**src/rtl/rr_arb_pkg.sv**
```systemverilog
// rr_arb_pkg: shared sizes, FSM state type and one-hot helper for the 8-way round-robin arbiter.
package rr_arb_pkg;
   localparam int N_REQ = 8;
   localparam int IDX_W = 3;
   typedef enum logic {IDLE = 1'b0, GRANT = 1'b1} state_t;
   function automatic logic [N_REQ-1:0] onehot(input logic [IDX_W-1:0] i);
      return {{(N_REQ-1){1'b0}}, 1'b1} << i;
   endfunction
endpackage

```
**src/rtl/rr_arbiter8_pick.sv**
```systemverilog
// rr_pick8: combinational circular priority search starting at ptr, returns winning index.
module rr_pick8
   import rr_arb_pkg::*;
(
   input  logic [N_REQ-1:0] req,
   input  logic [IDX_W-1:0] ptr,
   output logic [IDX_W-1:0] win_idx,
   output logic             any_req
);
   logic [N_REQ-1:0] rot;
   logic [IDX_W-1:0] off;
   // Rotating right puts ptr at bit 0, so the lowest set bit is the circular winner.
   always_comb begin
      rot = N_REQ'({req, req} >> ptr);
      off = '0;
      for (int i = N_REQ - 1; i >= 0; i--) off = rot[i] ? IDX_W'(i) : off;
      win_idx = off + ptr;
      any_req = |req;
   end
endmodule

```
**src/rtl/rr_arbiter8.sv**
```systemverilog
// rr_arbiter8: 8-way round-robin arbiter with registered one-hot grant and optional hold quantum.
module rr_arbiter8
   import rr_arb_pkg::*;
#(
   parameter int MAX_HOLD = 16,
   parameter int CNT_W    = 5
) (
   input  logic             clk,
   input  logic             rst_n,
   input  logic [N_REQ-1:0] req,
   output logic [N_REQ-1:0] gnt,
   output logic [IDX_W-1:0] gnt_idx,
   output logic             gnt_valid,
   output logic             gnt_change
);
   localparam logic [CNT_W-1:0] LAST = CNT_W'(MAX_HOLD == 0 ? 0 : MAX_HOLD - 1);
   state_t           state_q, state_d;
   logic [IDX_W-1:0] ptr_q, ptr_d, idx_q, idx_d, pick_ptr, win_idx;
   logic [CNT_W-1:0] hold_q, hold_d;
   logic [N_REQ-1:0] gnt_q, gnt_d;
   logic             chg_q, chg_d, rel, any_req;
   rr_pick8 u_pick (
      .req     (req),
      .ptr     (pick_ptr),
      .win_idx (win_idx),
      .any_req (any_req)
   );
   // On release the pointer moves past the holder before the same-cycle re-arbitration.
   always_comb begin
      rel      = state_q == GRANT && (!req[idx_q] || (MAX_HOLD != 0 && hold_q == LAST));
      pick_ptr = rel ? idx_q + 3'd1 : ptr_q;
      state_d  = state_q;
      ptr_d    = ptr_q;
      hold_d   = state_q == GRANT ? hold_q + 1'b1 : '0;
      gnt_d    = gnt_q;
      idx_d    = idx_q;
      chg_d    = 1'b0;
      if (state_q == IDLE ? any_req : rel) begin
         ptr_d   = pick_ptr;
         state_d = any_req ? GRANT : IDLE;
         gnt_d   = any_req ? onehot(win_idx) : '0;
         idx_d   = any_req ? win_idx : '0;
         chg_d   = any_req;
         hold_d  = '0;
      end
   end
   always_ff @(posedge clk or negedge rst_n) begin
      if (!rst_n) begin
         state_q <= IDLE;
         ptr_q   <= '0;
         hold_q  <= '0;
         gnt_q   <= '0;
         idx_q   <= '0;
         chg_q   <= 1'b0;
      end else begin
         state_q <= state_d;
         ptr_q   <= ptr_d;
         hold_q  <= hold_d;
         gnt_q   <= gnt_d;
         idx_q   <= idx_d;
         chg_q   <= chg_d;
      end
   end
   assign gnt        = gnt_q;
   assign gnt_idx    = idx_q;
   assign gnt_valid  = |gnt_q;
   assign gnt_change = chg_q;
endmodule

```
**config.mk**
```make
export PLATFORM = sky130hd
export DESIGN_NAME = rr_arbiter8
export DESIGN_NICKNAME = d
export VERILOG_FILES = /design/src/rtl/rr_arb_pkg.sv /design/src/rtl/rr_arbiter8_pick.sv /design/src/rtl/rr_arbiter8.sv
export SDC_FILE = /design/constraint.sdc
export NUM_CORES = 1
export LEC_CHECK = 0
export CORE_MARGIN = 5
export CORE_UTILIZATION = 55
export CTS_CLUSTER_DIAMETER = 60
export DETAILED_ROUTE_END_ITERATION = 10
export GPL_ROUTABILITY_DRIVEN = 0
export PLACE_DENSITY_LB_ADDON = 0.15
export SLEW_MARGIN = 20
export SYNTH_ARGS = -nofsm -noshare
export SYNTH_HDL_FRONTEND = slang
export SYNTH_SLANG_ARGS = --single-unit
export TNS_END_PERCENT = 20
```
**constraint.sdc**
```tcl
create_clock -name clk -period 5.75 [get_ports clk]
set_input_delay 1.725 -clock clk [delete_from_list [all_inputs] [get_ports clk]]
set_output_delay 1.725 -clock clk [all_outputs]
set_load 0.1 [all_outputs]
```
* After elaboration in Yosys (flattened, before gate mapping)
Cells that the tools add are included.
** Operators by class
- $add $sub $neg :: 3
- $mul :: 0
- Divide/modulo/power cells :: 0
- $lt $le $gt $ge :: 1
- Eq/ne operators :: 1
- Shifts and indexed selects :: 2
- Mux-type cells :: 18
- Bitwise logic cells :: 0
- Reductions and logical operators :: 5
** Operators with widths (number)
- $mux 3 :: 10
- $reduce_or 8->1 :: 2
- $shr 16x3->8 :: 1
- $mux 5 :: 2
- $mux 8 :: 1
- $shl 1x3->8 const A :: 1
- $add 5x1->5 const B :: 1
- $eq 5x4->1 const B :: 1
- $lt 3x4->1 const B :: 1
- $mux 1 :: 4
- $add 3x1->3 const B :: 1
- $add 3x3->3 :: 1
- $bmux 1 s3 :: 1
- $logic_and 1x1->1 :: 1
- $logic_not 1->1 :: 1
- $logic_or 1x1->1 :: 1
** Word-level totals
- Register bits :: 21
- Latch bits :: 0
- RAM bits :: 0
- Bits in read-only memories :: 0
- Input port bits :: 10
- Logic and storage cells :: 36
- Memories kept :: 0

* Longest topological paths before layout
Gate-level depths: netlist of the first run.
- Depth after elaboration :: 18
- Gate-level depth with buffers :: 20
- Depth with buffers taken out :: 20

* Modules after synthesis
From an unflattened synthesis of the first run, not the netlist that was laid out.
** Unflattened totals
- Cell total of the unflattened synthesis :: 135
- Area total of the unflattened synthesis :: 1572.8 sq um
** By module, submodules not included
- rr_arbiter8 :: instances 1, cells an instance 85, area each 1053.5 sq um, seq. area each 525.5 sq um
- rr_pick8 :: instances 1, cells an instance 50, area each 519.2 sq um, seq. area each 0.0 sq um

* Worst setup path before layout of the first run
No wires, ideal clock.
- Path kind :: input port to flip-flop
- Start point :: in req[1]
- End point :: reg gnt_q[5] (netlist: gnt[5])
- Arrival :: 5319 ps
- Required time :: 5616 ps
- Path slack :: 297 ps
- Stages on the path :: 18
- Path buffers :: 1
- Path through :: clkbuf_1 -> and2_1 -> o32ai_4 -> o31ai_4 -> mux2i_4 -> inv_8 -> mux2i_1 -> mux2i_4 -> a21boi_0 -> o21ai_0 -> a21oi_1 -> ha_1 -> inv_1 -> fa_1 -> xnor2_1 -> nor2_1 -> o2111ai_1 -> o211ai_2
** Between the ends
- Cells in the longest elaborated chain, start to end :: 18
- Elaborated cells on any way between the ends :: 20
** RTL lines
- from (decl) :: RTL line rr_arbiter8.sv:10 : input logic [N_REQ-1:0] req,
- $bmux 1 s3 :: RTL line rr_arbiter8.sv:30 : rel = state_q == GRANT && (!req[idx_q] || (MAX_HOLD != 0 && hold_q == LAST));
- $mux 1 (not written as such) :: RTL line rr_arbiter8.sv:30
- $logic_not 1->1 :: RTL line rr_arbiter8.sv:30
- $logic_or 1x1->1 :: RTL line rr_arbiter8.sv:30
- $logic_and 1x1->1 :: RTL line rr_arbiter8.sv:30
- $mux 3 :: RTL line rr_arbiter8.sv:31 : pick_ptr = rel ? idx_q + 3'd1 : ptr_q;
- $shr 16x3->8 :: RTL line rr_arbiter8_pick.sv:14 : rot = N_REQ'({req, req} >> ptr);
- $mux 3 (8 in series) :: RTL line rr_arbiter8_pick.sv:16 : for (int i = N_REQ - 1; i >= 0; i--) off = rot[i] ? IDX_W'(i) : off;
- $add 3x3->3 :: RTL line rr_arbiter8_pick.sv:17 : win_idx = off + ptr;
- $shl 1x3->8 :: RTL line rr_arb_pkg.sv:7 : return {{(N_REQ-1){1'b0}}, 1'b1} << i;
- $mux 8 :: RTL line rr_arbiter8.sv:41 : gnt_d = any_req ? onehot(win_idx) : '0;
- to (signal assigned) :: RTL line rr_arbiter8.sv:59 : gnt_q <= gnt_d;
- to (decl) :: RTL line rr_arbiter8.sv:20 : logic [N_REQ-1:0] gnt_q, gnt_d;
Parallel ways exist; a longest one is shown, timed or not. The select of a mux whose other input is x is not followed.
A chain may end at the register's enable or synchronous reset.

* Worst setup path in the final report of the first run
- Start point :: in req[5]
- End point :: reg gnt_q[2] (netlist: gnt[2])
The elaborated chain is that of the path after synthesis.

==> results of run 1 <==
==> through the flow <==
stage | setup WS [ps] | setup TNS [ps] | cells
after CTS | 176 | 0 | 337
after global routing | 35.9 | 0 | 338
after detailed placement | -89.9 | -210 | 333
after global placement | 36.3 | 0 | 333
final | 221 | 0 | 338
after floorplan | 297 | 0 | 248
==> critical path: cells and delay by family <==
family | cells | cell delay, ps
compound gates | 8 | 1520
buf+inv | 4 | 820
simple gates | 3 | 550
fa+ha+maj | 2 | 650
mux | 1 | 440
==> area by class of cell <==
class | instances | area, µm² | share of cell area, %
Sequential cell | 21 | 526 | 20.1
Timing Repair Buffer | 55 | 472 | 18.0
Tap cell | 48 | 60.1 | 2.29
Inverter | 9 | 41.3 | 1.58
Multi-Input combinational cell | 201 | 1480 | 56.3
Clock buffer | 4 | 45.0 | 1.72
==> sequential cells by signal, summed over array words and instances (netlist names) <==
| name | count |
|---|---|
| gnt | 8 |
| gnt_change | 1 |
| gnt_idx | 3 |
| hold_q | 5 |
| ptr_q | 3 |
| state_q | 1 |
==> layout by cell type, fill, tap and decap left out, types with 4 or more instances in the layout <==
master,instances
a22oi_1,6
ha_1,4
clkdlybuf4s50_1,22
o2111ai_1,9
nand2_1,32
nor4_1,9
o211ai_1,7
a21oi_1,7
mux2i_1,10
o21ai_0,11
buf_4,32
nand3_1,6
o211ai_2,9
inv_1,8
nor2_1,17
dfrtp_1,21
nor3_1,7
nand2b_1,4
o22ai_1,6
==> what timing repair did <==
action                     in CTS  in global routing
resized for setup               0                  9
setup endpoints to repair       0                  9
buffers inserted                0                  1
==> metal layers <==
layer  vias to the layer above  global-route usage (%)
met4                         0                   0.835
met2                        82                    31.1
met3                         0                    4.29
met1                      1020                    36.1
met5                         -                       0
li1                       1037                       -
==> cell families after synthesis <==
logic type	synth area share (%)
buffers and inverters	5.98
adder cells (fa/ha/maj)	3.32
flip-flops	24.9
AND/OR/NAND/NOR	22.9
multiplexers	9.41
XOR/XNOR	2.07
AO/OA/AOI/OAI	31.5
==> path summary, 6_finish.rpt <==
| path | slack, ps | endpoint | from |
|---|---|---|---|
| setup / recovery | 220 | gnt[2]$_DFFE_PN0N_ | req[5] |
| hold / removal | 470 | hold_q[0]$_DFF_PN0_ | hold_q[0]$_DFF_PN0_ |
| setup reg to reg | 1250 | gnt[2]$_DFFE_PN0N_ | hold_q[0]$_DFF_PN0_ |
| hold reg to reg | 470 | hold_q[0]$_DFF_PN0_ | hold_q[0]$_DFF_PN0_ |
| max in group asynchronous | 3210 | hold_q[1]$_DFF_PN0_ | rst_n |
| min in group asynchronous | 1980 | gnt[2]$_DFFE_PN0N_ | rst_n |
==> results.cfg, run 1 <==
[worst_setup_path]
start_kind = primary input
max_stage_delay_ps = 530
endpoint_kind = register
path_max_fanout = 5
cp.arrival_ps = 5720
crit_slowest_cell = clkdlybuf4s50_1
rr_worst_depth = 19
cp_cell_sequence = clkdlybuf4s50_1 -> nand2_4 -> a41o_4 -> o31ai_4 -> mux2i_4 -> inv_8 -> buf_4 -> o211ai_1 -> o21ai_1 -> o21ai_0 -> a21oi_1 -> ha_1 -> inv_1 -> fa_2 -> or3_1 -> nor2_1 -> o2111ai_1 -> o211ai_2
path_class = primary input to register
crit_required_ps = 5940

[logic_synthesis]
synth.distinct_cells = 59
synthTopCellsByArea = dfrtp_1 (25%), mux2i_1 (5.7%), nand2_1 (5.7%)
synth_top_area_share_pct = 24.9
synth_top_area_cell = dfrtp_1
ys_ff_latch = 21
synth_nets = 263
netlist_instances = 248
synth-seq-area-share_pct = 24.9
synthArstFlopShare_pct = 100
synth_area_per_cell_um2 = 8.52
synth_edf_count = 0
synth_common_cells = nand2_1 (32), dfrtp_1 (21), nor2_1 (17)
synth_most_common_cell = nand2_1
yosys_warnings = 0
yosys_most_used_dff = dfrtp_1
synth_area_mm2 = 0.00211

[layout]
synthToLayoutAreaGrowth_pct = 23.9
final_nets = 306
antennaDiodeCount = 0
stdcell_area_mm2 = 0.00262
fin_util_pct = 71.0
layout-drive-gt1-share_pct = 22.1
final.fill_count = 305

[route]
vias = 2139
top_layer_used = met3
ant_nets = 0
via_per_inst = 6.33
routed_wl_mm = 5.67
wl_per_cell_um = 16.8
drt_iter0_drc = 217
met1_length_mm = 2.72
drc = 0
met3_wirelength_um = 408
wl_met2_mm = 2.54
dr.pass1.iters = 5

[cts]
root_buffer = clkbuf_8
clk_path_buf_depth = 2
clk_pin_slew_ps = 80
hold_buffers = 0
htreeDepth = 1
cts.sinks = 21
cts_made_buffers = 3
insertion_delay_ps = 260
cts_tree = done

[timing]
period_needed_ps = 5530
setup_violations = 0
slew_violations = 0
fmax_mhz = 181
finalClockSkew_ps = 7.09
finalHoldViolCount = 0
tightest_slew_ps = 987
hold_slack_ps = 472
rsz0062_at_grt = no
relSlewSlack_pct = 34.0
finalCritPeriodShare_pct = 96.2

[floorplan]
placementRows = 22
die_area_mm2 = 0.00518
fp.dieH_um = 72.0
io-pin-count = 23
core_region_area_mm2 = 0.00369
die_w_um = 72.0
floorplan.initialDensity_pct = 57.3

[run]
drv_cap = 0

[grt]
grt_pass1_wl_mm = 9.29
grt_pass1_vias = 1859
grt_overflow = 0
antenna_found_initial = 0
grt_max_degree = 22
grt_use_total_pct = 22.1

[placed_design]
dp_hpwl_mm = 4.36
place_area_mm2 = 0.00255
io_buffers = 22

[hold_path]
hp-class = register to register
worstHoldPathCells = 1

[status]
run_status = complete, no violations
Power of run 1 is not shown: default switching activity piles up to over one toggle a cycle in this logic, so the estimate is an artifact.
==> run 2, diff against run 1 <==
CTS_BUF_LIST = sky130_fd_sc_hd__clkbuf_16   (was unset)
==> results.cfg, run 2 (same netlist as run 1, synthesis figures left out) <==
[cts]
clk_path_buf_depth = 2
cts_tree = done
root_buffer = clkbuf_16
insertion_delay_ps = 250
clk_pin_slew_ps = 60
cts_made_buffers = 3
cts.sinks = 21
htreeDepth = 1

[worst_setup_path]
cp.arrival_ps = 5710
endpoint_kind = register
max_stage_delay_ps = 530
r2r_setup_slack_ps = 1270
rr_worst_depth = 19
path_delay_family = compound AO/OA/AOI/OAI gates
start_kind = primary input
path_buf_inv = 4
path_max_fanout = 5
crit_required_ps = 5930
crit-reg2reg-launch = hold_q[0]$_DFF_PN0_
regToRegEndpoint = gnt[2]$_DFFE_PN0N_
path_class = primary input to register
cp_cell_sequence = clkdlybuf4s50_1 -> nand2_4 -> a41o_4 -> o31ai_4 -> mux2i_4 -> inv_8 -> buf_4 -> o211ai_1 -> o21ai_1 -> o21ai_0 -> a21oi_1 -> ha_1 -> inv_1 -> fa_2 -> or3_1 -> nor2_1 -> o2111ai_1 -> o211ai_2
crit_slowest_cell = clkdlybuf4s50_1

[route]
met1_length_mm = 2.67
wl_per_cell_um = 16.9
met3_wirelength_um = 476
via_per_inst = 6.43
wl_met2_mm = 2.56
ant_nets = 0
top_layer_used = met4
vias = 2173
routed_wl_mm = 5.72
drt_iter0_drc = 262
drc = 0
dr.pass1.iters = 5

[floorplan]
die_area_mm2 = 0.00518
floorplan.initialDensity_pct = 57.3
fp.dieH_um = 72.0
die_w_um = 72.0
io-pin-count = 23
placementRows = 22
core_region_area_mm2 = 0.00369

[timing]
finalHoldViolCount = 0
finalCritPeriodShare_pct = 96.1
setup_violations = 0
relSlewSlack_pct = 34.5
finalClockSkew_ps = 5.75
tightest_slew_ps = 980
slew_violations = 0
rsz0062_at_grt = no
period_needed_ps = 5530
fmax_mhz = 181
tns_ps = 0

[run]
drv_cap = 0

[grt]
grt_overflow = 0
grt_pass1_vias = 1874
grt_pass1_wl_mm = 9.39
grt_max_degree = 22
grt_use_total_pct = 22.3
antenna_found_initial = 0

[hold_path]
hp-class = register to register
hold_path_startpoint = hold_q[0]$_DFF_PN0_
worstHoldPathCells = 1
holdPathEnd = hold_q[0]$_DFF_PN0_

[placed_design]
dp_hpwl_mm = 4.36
io_buffers = 22

[layout]
fin_util_pct = 71.9
synthToLayoutAreaGrowth_pct = 25.5
antennaDiodeCount = 0
layout-drive-gt1-share_pct = 22.1
layout_common_cells = nand2_1 (32), buf_4 (32), clkdlybuf4s50_1 (22), dfrtp_1 (21), nor2_1 (17)
final_nets = 306
largest_reg_flops = 8

[status]
run_status = complete, no violations
[run 2: cell types whose count changed in the layout (fill, tap and decap cells not counted), sizes merged]
cell    delta
clkbuf     -1
inv        +1
[run 2: layout make-up]
type                            instances  area, µm²
Clock buffer                            3       75.1
Clock inverter                          1       3.75
Fill cell                             293       1040
Inverter                                9       41.3
Multi-Input combinational cell        201       1480
Sequential cell                        21        526
Tap cell                               48       60.1
Timing Repair Buffer                   55        472
[run 2: how the worst max path moves through the flow]
stage	slack (ps)	to	from	depth (start not counted)
6_report	220	gnt[2]$_DFFE_PN0N_	req[5]	18
5_1_grt	20	gnt[0]$_DFFE_PN0N_	req[4]	19
4_1_cts	160	gnt[2]$_DFFE_PN0N_	req[0]	17
3_5_place_dp	-90	gnt[2]$_DFFE_PN0N_	req[0]	17
3_3_place_gp	40	gnt[6]$_DFFE_PN0N_	req[0]	16
2_1_floorplan	300	gnt[5]$_DFFE_PN0N_	req[1]	18
[run 2: layer usage]
layer	GRT usage [%]	vias to the layer above
li1	-	1034
met1	36.1	1033
met2	31.9	103
met3	4.02	3
met4	1.46	0
met5	0	-
[run 2: through the flow]
step                      setup WS (ps)  instances  instance area (µm²)  hold slack [ps]
after floorplan                     297        248                 2110              433
after global placement             36.3        333                 2550              465
after detailed placement          -89.9        333                 2550              468
after CTS                           164        337                 2630              475
after global routing               21.4        338                 2650              498
final                               223        338                 2650              469
[run 2: repair_timing]
action	in CTS	in global routing
endpoints found under the setup margin	0	9
buffers inserted	0	1
hold buffers	0	0
hold endpoints to repair	0	0
resized for setup	0	9
Power of run 2 is left out for the same reason.
==> run 3, diff against run 2 <==
CAP_MARGIN = 20   (was unset)
CELL_PAD_IN_SITES_DETAIL_PLACEMENT = 1   (was unset)
CELL_PAD_IN_SITES_GLOBAL_PLACEMENT = 1   (was unset)
CORE_UTILIZATION = 48   (was 55)
DONT_BUFFER_PORTS = 1   (was unset)
==> results.cfg, run 3 (same netlist as run 1, synthesis figures left out) <==
[layout]
largest_reg_flops = 8
fin_util_pct = 53.0
antennaDiodeCount = 0
multi_input_area_mm2 = 0.00146
final-seq-area_um2 = 526
final_common_cell = nand2_1
layout_common_cells = nand2_1 (32), dfrtp_1 (21), nor2_1 (17), buf_4 (16), o21ai_0 (13)
final_nets = 267
synthToLayoutAreaGrowth_pct = 8.47
final.fill_count = 534
layout-drive-gt1-share_pct = 16.7

[worst_setup_path]
start_kind = primary input
crit_top_cell = o21ai_0
rr_worst_depth = 19
cp.arrival_ps = 5530
crit_cells = 17
path_max_fanout = 7
endpoint_kind = register
critPathCapture = gnt[2]$_DFFE_PN0N_
max_stage_delay_ps = 530
crit_required_ps = 5930
regToRegEndpoint = gnt[2]$_DFFE_PN0N_
cp_cell_sequence = nor2b_1 -> o32ai_4 -> o31ai_4 -> mux2i_4 -> buf_4 -> a211o_1 -> o21ai_0 -> o21ai_0 -> o21ai_0 -> a21oi_1 -> ha_1 -> inv_1 -> fa_1 -> or3_1 -> nor2_1 -> o2111ai_1 -> o211ai_2
crit-reg2reg-launch = hold_q[0]$_DFF_PN0_
path_buf_inv = 2
r2r_setup_slack_ps = 970
crit_slowest_cell = fa_1
cp-startpoint = req[0]
path_delay_family = compound AO/OA/AOI/OAI gates
path_class = primary input to register

[timing]
relSlewSlack_pct = 35.9
finalClockSkew_ps = 3.04
setup_violations = 0
tightest_slew_ps = 961
finalCritPeriodShare_pct = 93.0
rsz0062_at_grt = no
finalHoldViolCount = 0
period_needed_ps = 5350
slew_violations = 0
setup_ws_ps = 402
fmax_mhz = 187
tns_ps = 0

[cts]
ctsResizeCount = 0
clk_pin_slew_ps = 60
htreeDepth = 1
insertion_delay_ps = 250
cts.sinks = 21
cts_made_buffers = 3
clk_path_buf_depth = 2
post_cts_buffers = 0
cts_tree = done
root_buffer = clkbuf_16
hold_buffers = 0

[route]
routed_wl_mm = 6.41
wl_per_cell_um = 21.2
via_per_inst = 6.67
drc = 0
drt_iter0_drc = 180
ant_nets = 0
vias = 2022
dr.pass1.iters = 4

[grt]
grt_overflow = 0
grt_use_total_pct = 22.3
grt_max_degree = 22
antenna_found_initial = 0
grt_pass1_wl_mm = 10.9
grt_pass1_vias = 2113

[placed_design]
dp_hpwl_mm = 4.74
io_buffers = 0
dp_slack_ps = 169

[floorplan]
die_area_mm2 = 0.00583
io-pin-count = 23
core_region_area_mm2 = 0.00432
die_w_um = 76.4
fp.dieH_um = 76.4
placementRows = 24
floorplan.initialDensity_pct = 48.9

[run]
drv_cap = 0

[hold_path]
worstHoldPathCells = 1
hp-class = register to register

[status]
run_status = complete, no violations
## run 3: cell types whose count changed in the layout (fill, tap and decap cells not counted), sizes merged
cell and change:
clkdlybuf4s50 -22, buf -17
## run 3: how the worst min path moves through the flow
stage / slack (ps) / to / start
final: 460 / hold_q[0]$_DFF_PN0_ / hold_q[0]$_DFF_PN0_
after global routing: 500 / hold_q[0]$_DFF_PN0_ / hold_q[0]$_DFF_PN0_
after CTS: 470 / hold_q[0]$_DFF_PN0_ / hold_q[0]$_DFF_PN0_
after detailed placement: 460 / hold_q[0]$_DFF_PN0_ / hold_q[0]$_DFF_PN0_
after global placement: 450 / hold_q[0]$_DFF_PN0_ / hold_q[0]$_DFF_PN0_
after floorplan: 430 / hold_q[0]$_DFF_PN0_ / hold_q[0]$_DFF_PN0_
## run 3: cell type report
cell class	count	share of cell area (%)
Clock buffer	3	3.28
Clock inverter	1	0.164
Inverter	9	1.80
Multi-Input combinational cell	201	63.8
Tap cell	52	2.84
Sequential cell	21	22.9
Timing Repair Buffer	16	5.24
## run 3: metrics by stage
stage / std cells / instance area, µm² / hold WS (ps)
global route: 303 / 2290 / 500
floorplan: 248 / 2110 / 433
detailed placement: 299 / 2210 / 460
finish: 303 / 2290 / 463
global placement: 299 / 2210 / 453
CTS: 303 / 2290 / 468
## run 3: routing by layer
metal  track usage, %  wire length [µm]  part of all wire, %  vias up
met2             36.0              3050                   48       64
met4             2.97                21                 0.33        0
met5                0                 0                    0        -
met3             3.19               362                  5.6        4
met1             32.4              2970                   46     1001
li1                 -                 -                    -      953
Power of run 3 is left out for the same reason.
